===== src/rtl/sigmoid_alu_pkg.sv =====
// Shared types and constants for the sigmoid ALU accumulator driver.
package sigmoid_alu_pkg;

    localparam int OPERAND_W = 5;
    localparam int PRODUCT_W = 2 * OPERAND_W;
    localparam int ACC_W     = 16;

    typedef enum logic [2:0] {
        IDLE  = 3'd0,
        CLEAR = 3'd1,
        RUN   = 3'd2,
        FLUSH = 3'd3,
        DONE  = 3'd4
    } state_t;

endpackage


===== src/rtl/sigmoid_alu_term_counter.sv =====
// Term counter for the MAC driver; flags the final term of a dot product.
module sigmoid_alu_term_counter
    import sigmoid_alu_pkg::*;
#(
    parameter int CNT_W = 11
) (
    input  logic             clk,
    input  logic             n_rst,
    input  logic             i_clear,
    input  logic             i_enable,
    input  logic [CNT_W-1:0] i_limit,
    output logic             o_last
);

    logic [CNT_W-1:0] r_count;

    always_ff @(posedge clk or negedge n_rst) begin
        if (!n_rst) begin
            r_count <= '0;
        end else if (i_clear) begin
            r_count <= '0;
        end else if (i_enable) begin
            r_count <= r_count + CNT_W'(1);
        end
    end

    assign o_last = (r_count == i_limit - CNT_W'(1));

endmodule


===== src/rtl/sigmoid_alu_mac_driver.sv =====
// Producer side of the sigmoid ALU accumulator: streams signed products
// into the accumulator and flags the cycle its output holds the final sum.
module sigmoid_alu_mac_driver #(
    parameter int CNT_W     = 11,
    parameter int OPERAND_W = 5
) (
    input  logic                          clk,
    input  logic                          n_rst,
    input  logic                          start,
    input  logic                          abort,
    input  logic [CNT_W-1:0]              num_terms,
    input  logic                          data_valid,
    input  logic signed [OPERAND_W-1:0]   operand_a,
    input  logic signed [OPERAND_W-1:0]   operand_b,
    output logic                          data_ready,
    output logic                          clear,
    output logic                          accumulate,
    output logic signed [2*OPERAND_W-1:0] newval,
    output logic                          busy,
    output logic                          done
);

    import sigmoid_alu_pkg::*;

    localparam int P_W = 2 * OPERAND_W;

    state_t                r_state;
    state_t                w_next;
    logic [CNT_W-1:0]      r_num_terms;
    logic                  r_accumulate;
    logic signed [P_W-1:0] r_newval;

    logic                  w_handshake;
    logic                  w_take;
    logic                  w_cnt_clr;
    logic                  w_last;
    logic signed [P_W-1:0] w_product;

    assign w_handshake = (r_state == RUN) && data_valid;
    assign w_take      = w_handshake && !abort;
    assign w_cnt_clr   = (r_state == IDLE) && start && !abort;
    assign w_product   = P_W'(operand_a) * P_W'(operand_b);

    sigmoid_alu_term_counter #(
        .CNT_W(CNT_W)
    ) u_term_counter (
        .clk     (clk),
        .n_rst   (n_rst),
        .i_clear (w_cnt_clr),
        .i_enable(w_take),
        .i_limit (r_num_terms),
        .o_last  (w_last)
    );

    // abort overrides every state, including a start seen in IDLE
    always_comb begin
        w_next = r_state;
        if (abort) begin
            w_next = IDLE;
        end else begin
            unique case (r_state)
                IDLE:    if (start) w_next = CLEAR;
                CLEAR:   w_next = (r_num_terms != '0) ? RUN : DONE;
                RUN:     if (w_handshake && w_last) w_next = FLUSH;
                FLUSH:   w_next = DONE;
                DONE:    w_next = IDLE;
                default: w_next = IDLE;
            endcase
        end
    end

    always_ff @(posedge clk or negedge n_rst) begin
        if (!n_rst) begin
            r_state      <= IDLE;
            r_num_terms  <= '0;
            r_accumulate <= 1'b0;
            r_newval     <= '0;
        end else begin
            r_state      <= w_next;
            r_accumulate <= w_take;
            if (w_cnt_clr) r_num_terms <= num_terms;
            if (w_take)    r_newval    <= w_product;
        end
    end

    assign data_ready = (r_state == RUN);
    assign clear      = (r_state == CLEAR);
    assign busy       = (r_state != IDLE);
    assign done       = (r_state == DONE);
    assign accumulate = r_accumulate;
    assign newval     = r_newval;

endmodule

===== config.mk =====
export PLATFORM = sky130hd
export DESIGN_NAME = sigmoid_alu_mac_driver
export DESIGN_NICKNAME = d
export VERILOG_FILES = /design/src/rtl/sigmoid_alu_pkg.sv /design/src/rtl/sigmoid_alu_term_counter.sv /design/src/rtl/sigmoid_alu_mac_driver.sv
export SDC_FILE = /design/constraint.sdc
export NUM_CORES = 1
export LEC_CHECK = 0
export CORE_UTILIZATION = 40
export CTS_CLUSTER_SIZE = 25
export DETAILED_ROUTE_END_ITERATION = 16
export HOLD_SLACK_MARGIN = 0.03
export PLACE_DENSITY_LB_ADDON = 0.25
export SLEW_MARGIN = 20
export SYNTH_ARGS = -nofsm -noshare
export SYNTH_HDL_FRONTEND = slang
export SYNTH_HIERARCHICAL = 1
export SYNTH_SLANG_ARGS = --single-unit

===== constraint.sdc =====
create_clock -name clk -period 2 [get_ports clk]
set_input_delay 0.3 -clock clk [delete_from_list [all_inputs] [get_ports clk]]
set_output_delay 0.3 -clock clk [all_outputs]
set_load 0.005 [all_outputs]

==> run summary, run 1 <==
Required arrival time at the worst endpoint = 2220 ps
Met3 Usage GRT = 0.0236
Pins over their slew limit = 0
Number of warning messages in the yosys log = 6
Sequential element share of the synthesized area = 0.307
Cell type with the largest total area after synthesis = sky130_fd_sc_hd__dfrtp_1
Routed wire length = 6840 um
Input/output buffers = 40
Max VDD drop = 422 uV
Remaining antenna violation count after routing = 0
Total vias in the final route = 2,532
Antenna diodes = 0
Global-route total usage across every layer = 0.191
Fraction of final layout cells sized beyond drive strength 1 = 0.286
Met1 usage = 0.246
Capturing point of the worst reg2reg path = r_state[0]
Setup violations, final = 7
Number of detailed-route iterations in the first pass = 4
Setup repair after global routing missed its margin = yes
Share of Yosys cell area claimed by the top area cell type = 0.307
Kind of end point of the critical path = register
LEAKAGE = 1.94 nW
Number of global-route vias before repair = 2,569
Met2 capacity usage during global routing = 0.336
CTS Sinks = 36
Clock edge transition at the registers on the reported setup and hold paths = 80 ps
Setup slack after layout = -1080 ps
Number of rows in the core area = 30
Count of non-filler cells in the finished layout = 515
Number of DRC markers after the initial detailed-route iteration = 111
Die X = 87.6 um
Number of buffers created by CTS = 5
Cell count after placement = 503
Worst reg-to-reg path cell count = 9
Highest Clock Rate = 325 MHz
Antenna violations before repair = 0
Slew at the pin closest to its max-slew limit = 827 ps
Area of the core region = 6940 sq um
I/O pins = 41
Clock root cell = sky130_fd_sc_hd__clkbuf_8
Die Ht = 87.6 um
Kind of launch point of the worst setup path = input port
Max-capacitance violation count = 0
Type of the most critical hold path = in -> async
Post-synthesis cell area = 2930 sq um
Time the worst path needs with I/O delays and setup = 3080 ps
Syn_nets = 384
HPWL Detailed = 5240 um
Number of cells produced by synthesis = 324
Outcome = complete, but fails checks
Violations in the final reports = setup timing
Clock H-tree levels = 2
Wire length of the first global-routing pass = 11,500 um
Global placement routability congestion = 0.786
Clock tree from TritonCTS = built
Relative slew slack = 0.449
Die footprint = 7670 sq um
Area growth from synthesis to layout = 40.1%
Core Util, Final = 0.591
Final Hold Violating Endpoints = 0
Worst reg2reg path startpoint = r_num_terms[1]
Routed vias/inst = 4.92
Power per cell area = 805 nW/um^2
Count of distinct cell types in the synthesized netlist = 55
Crit path arrival time = 3300 ps
Predominant post-synthesis flop cell = sky130_fd_sc_hd__dfrtp_1
Proportion of synthesized flip-flops having asynchronous set or reset = 1.00
Average routed wire per standard cell = 13.3 um
Initial core utilization = 0.422
Number of enable flip-flop cells after synthesis = 0
Largest driver fanout on the critical path = 5
Net count, final = 478
Clock tree skew after final layout = 11.4 ps
Main area contributors after synthesis = sky130_fd_sc_hd__dfrtp_1 31%, sky130_fd_sc_hd__fa_1 12%, sky130_fd_sc_hd__nand2_1 8.3%
Final routed DRC violation total = 0
Reg-to-reg slack, setup = -110 ps
Flops & latches, synth = 36
Maximum number of pins on one net before global-route repair = 37
Setup Crit Path Kind = in -> reg
Clk Latency, worst-skew pair = 290 ps
Average cell area after synthesis = 9.04 sq um
Deepest clock path buffer count = 2
Grt ovf = 0
Most used routing layer = met2
Share of the clock period used by the worst path after layout = 1.54
## registers in the layout (all words and copies together) (netlist names)
register / flops
accumulate: 1
newval: 10
r_num_terms: 11
r_state: 3
u_term_counter/r_count: 11
## cell usage in the layout, fill, tap and decap left out, drive strengths merged, types with 2 or more instances in the layout
cell / count
nor3: 6
a31oi: 2
nand2b: 2
and2b: 3
nand4b: 2
a21oi: 6
a211oi: 6
nor2b: 4
inv: 30
xnor2: 15
nor3b: 5
nor2: 19
nand3: 4
a21o: 4
ha: 17
nand2: 65
xor2: 12
clkbuf: 7
or4b: 2
fa: 17
or3: 2
o21ai: 8
and3: 2
or3b: 2
and2: 18
clkdlybuf4s50: 29
nand4: 7
dfrtp: 36
nor4: 5
buf: 65
nor4b: 2
## through the flow
step                power [mW]  hold WS [ps]  setup TNS [ps]  worst slack [ps]  cell area (sq um)
floorplan                 1.85          4.41           -5400             -1140               2980
global placement          2.52           457          -10010             -1720               3840
detailed placement        2.56           458          -10430             -1800               3840
CTS                       3.29           138           -5460             -1070               4040
global route              3.54           179           -6450             -1220               4100
finish                    3.31           108           -5610             -1080               4100
## layer usage
layer  wire (um)  share of wire
met1        3140           0.46
met4          96          0.014
met3         200          0.029
met2        3400           0.50
met5           0              0
## synth_stat cells (all sizes together) (7+ instances only)
| library cell | number |
|---|---|
| and2 | 18 |
| fa | 17 |
| ha | 17 |
| xnor2 | 15 |
| nand2 | 65 |
| inv | 30 |
| nand4 | 7 |
| xor2 | 12 |
| dfrtp | 36 |
| nor2 | 19 |
| o21ai | 8 |
## layout make-up
class                   count  area [sq um]
well taps                  96           120
multi-input cells         250          2060
clock buffers               6          72.6
inverters                  30           113
flip-flops and latches     36           903
fillers                   585          2840
clock inverters             2          35.0
repair buffers             95           803
## where the power goes
part	internal (mW)	switching, mW	leakage [nW]
Clock	0.370	0.267	0.0552
Combinational	0.923	0.756	1.42
Sequential	0.870	0.119	0.470
## worst max-delay path: stages
cell,delay [ps]
sky130_fd_sc_hd__buf_8,100
sky130_fd_sc_hd__and2_4,160
sky130_fd_sc_hd__fa_1,510
sky130_fd_sc_hd__inv_2,40
sky130_fd_sc_hd__fa_1,500
sky130_fd_sc_hd__fa_1,520
sky130_fd_sc_hd__inv_2,60
sky130_fd_sc_hd__ha_4,250
sky130_fd_sc_hd__a21o_1,100
sky130_fd_sc_hd__a21o_1,140
sky130_fd_sc_hd__a21oi_2,60
sky130_fd_sc_hd__or4b_1,460
sky130_fd_sc_hd__nand3_1,90
## cell families after synthesis
group | count (synthesis) | share of synthesized area
fa+ha+maj | 34 | 0.189
mux | 2 | 0.00726
simple gates | 154 | 0.287
flops | 36 | 0.307
buf+inv | 38 | 0.0521
compound gates | 33 | 0.0769
xor+xnor | 27 | 0.0807
## how the worst max path moves through the flow
stage | startpoint | end | cells past startpoint
CTS | operand_b[1] | newval[8] | 13
detailed placement | operand_b[4] | newval[8] | 11
global route | operand_a[4] | newval[8] | 13
global placement | operand_b[4] | newval[8] | 11
floorplan | operand_a[1] | newval[8] | 10
finish | operand_a[4] | newval[8] | 13
## what timing repair did
| item | 4_1_cts | 5_1_grt |
|---|---|---|
| pin swaps | 36 | 28 |
| resized for setup | 65 | 18 |
| setup buffers | 4 | 2 |
| setup endpoints to repair | 8 | 9 |
| hold buffers | 0 | 0 |
(Power assumes the default switching activity.)
==> run 2: changes to the inputs <==
CORE_MARGIN = 2   (was unset)
==> run summary, run 2 (synthesized netlist as in run 1, its figures left out) <==
Number of detailed-route iterations in the first pass = 4
Relative slew slack = 0.584
Initial core utilization = 0.408
Outcome = complete, but fails checks
Register cell area after layout = 905 sq um
Maximum number of pins on one net before global-route repair = 27
Count of non-filler cells in the finished layout = 522
Number of rows in the core area = 31
Violations in the final reports = setup timing
Average routed wire per standard cell = 13.3 um
Core Util, Final = 0.591
CTS Sinks = 36
Antenna violations before repair = 0
Fillers = 648
Global-route total usage across every layer = 0.179
Most common cell after layout, fill and taps aside = sky130_fd_sc_hd__nand2_1
List of cells traversed by the critical path = buf_8 -> and2_4 -> buf_4 -> buf_4 -> ha_4 -> inv_2 -> buf_12 -> fa_1 -> fa_1 -> inv_1 -> ha_1 -> or4b_1 -> nand3_1
Highest Clock Rate = 330 MHz
Remaining antenna violation count after routing = 0
Number of hold buffers added after cts = 0
Die footprint = 8030 sq um
Worst slack after detailed placement = -1730 ps
Die X = 89.6 um
Clock edge transition at the registers on the reported setup and hold paths = 80 ps
I/O pins = 41
Clock H-tree levels = 2
Sum of negative setup slack = -5190 ps
Largest driver fanout on the critical path = 5
Fin Hold WS = 18.5 ps
Number of buffers created by CTS = 5
Routed vias/inst = 4.86
Setup slack after layout = -1030 ps
Routed wire length = 6940 um
Multi-input gate area = 2140 sq um
LEAKAGE = 1.96 nW
Time the worst path needs with I/O delays and setup = 3030 ps
Antenna diodes = 0
Wire length of the first global-routing pass = 11,300 um
Die Ht = 89.6 um
Clock root cell = sky130_fd_sc_hd__clkbuf_8
Fraction of final layout cells sized beyond drive strength 1 = 0.314
Setup violations, final = 7
Total vias in the final route = 2,537
Number of global-route vias before repair = 2,561
Commonest cells after routing, fill and taps aside = 62 x sky130_fd_sc_hd__nand2_1, 56 x sky130_fd_sc_hd__buf_4, 33 x sky130_fd_sc_hd__dfrtp_1
Power per cell area = 810 nW/um^2
Input/output buffers = 40
Slowest Stage Delay on Critical Path = 530 ps
Final routed DRC violation total = 0
Max-capacitance violation count = 0
Required arrival time at the worst endpoint = 2230 ps
Pins over their slew limit = 0
Slew at the pin closest to its max-slew limit = 625 ps
Share of the clock period used by the worst path after layout = 1.51
Setup repair after global routing missed its margin = yes
Clock tree skew after final layout = 5.12 ps
Deepest clock path buffer count = 2
HPWL Detailed = 5370 um
Crit path arrival time = 3260 ps
Type of the most critical hold path = in -> async
Number of DRC markers after the initial detailed-route iteration = 91
Standard cell with the maximum stage delay on the critical path = sky130_fd_sc_hd__or4b_1
Grt ovf = 0
Clk Latency, worst-skew pair = 290 ps
Clock tree from TritonCTS = built
Final Hold Violating Endpoints = 0
Global placement routability congestion = 0.833
Setup Crit Path Kind = in -> reg
Cell count after placement = 506
Area of the core region = 7180 sq um
Area growth from synthesis to layout = 44.7%
Max VDD drop = 351 uV
Kind of launch point of the worst setup path = input port
Net count, final = 482
Kind of end point of the critical path = register
## run 2: cell type report
| type | count | share of cell area |
|---|---|---|
| Inverter | 30 | 0.0266 |
| Multi-Input combinational cell | 250 | 0.505 |
| Clock inverter | 3 | 0.0100 |
| Tap cell | 99 | 0.0292 |
| Timing Repair Buffer | 99 | 0.200 |
| Sequential cell | 36 | 0.213 |
| Clock buffer | 5 | 0.0162 |
## run 2: timing repair
action / in CTS / in global routing
pin swaps: 34 / 21
setup endpoints to repair: 8 / 9
gates resized for setup: 74 / 18
buffers inserted: 7 / 3
## run 2: worst paths after layout
path	depth (start not counted)	end	startpoint	slack, ps
min reg2reg	2	newval[1]	newval[1]	480
min in group clk	4	newval[0]	operand_b[0]	480
max in group asynchronous	2	u_term_counter/r_count[0]	n_rst	1440
max reg2reg	9	r_state[0]	r_num_terms[0]	-100
min	1	accumulate	n_rst	20
max	13	newval[8]	operand_a[4]	-1030
## run 2: power by group
part / switching, mW / total [mW] / internal (mW)
clock: 0.272 / 0.641 / 0.369
combinational: 0.802 / 1.81 / 1.01
sequential: 0.114 / 0.984 / 0.870
total: 1.19 / 3.43 / 2.25
## run 2: metrics by stage
stage                     area (sq um)  power (mW)
final                             4240        3.43
after global routing              4240        3.70
after CTS                         4130        3.33
after detailed placement          3850        2.55
after global placement            3850        2.50
after floorplan                   2980        1.85
## run 2: worst max-delay path, delay by kind of cell
family | cells | cell delay (ps)
buffers and inverters | 6 | 560
adders and majority gates | 4 | 1630
and+or+nand+nor | 3 | 770
## run 2: per-layer routing
metal / vias up / wire [um] / GRT usage
met5: - / 0 / 0
met4: 0 / 211 / 0.0719
met3: 13 / 175 / 0.0201
met2: 47 / 3700 / 0.344
met1: 1208 / 2850 / 0.199
li1: 1269 / - / -
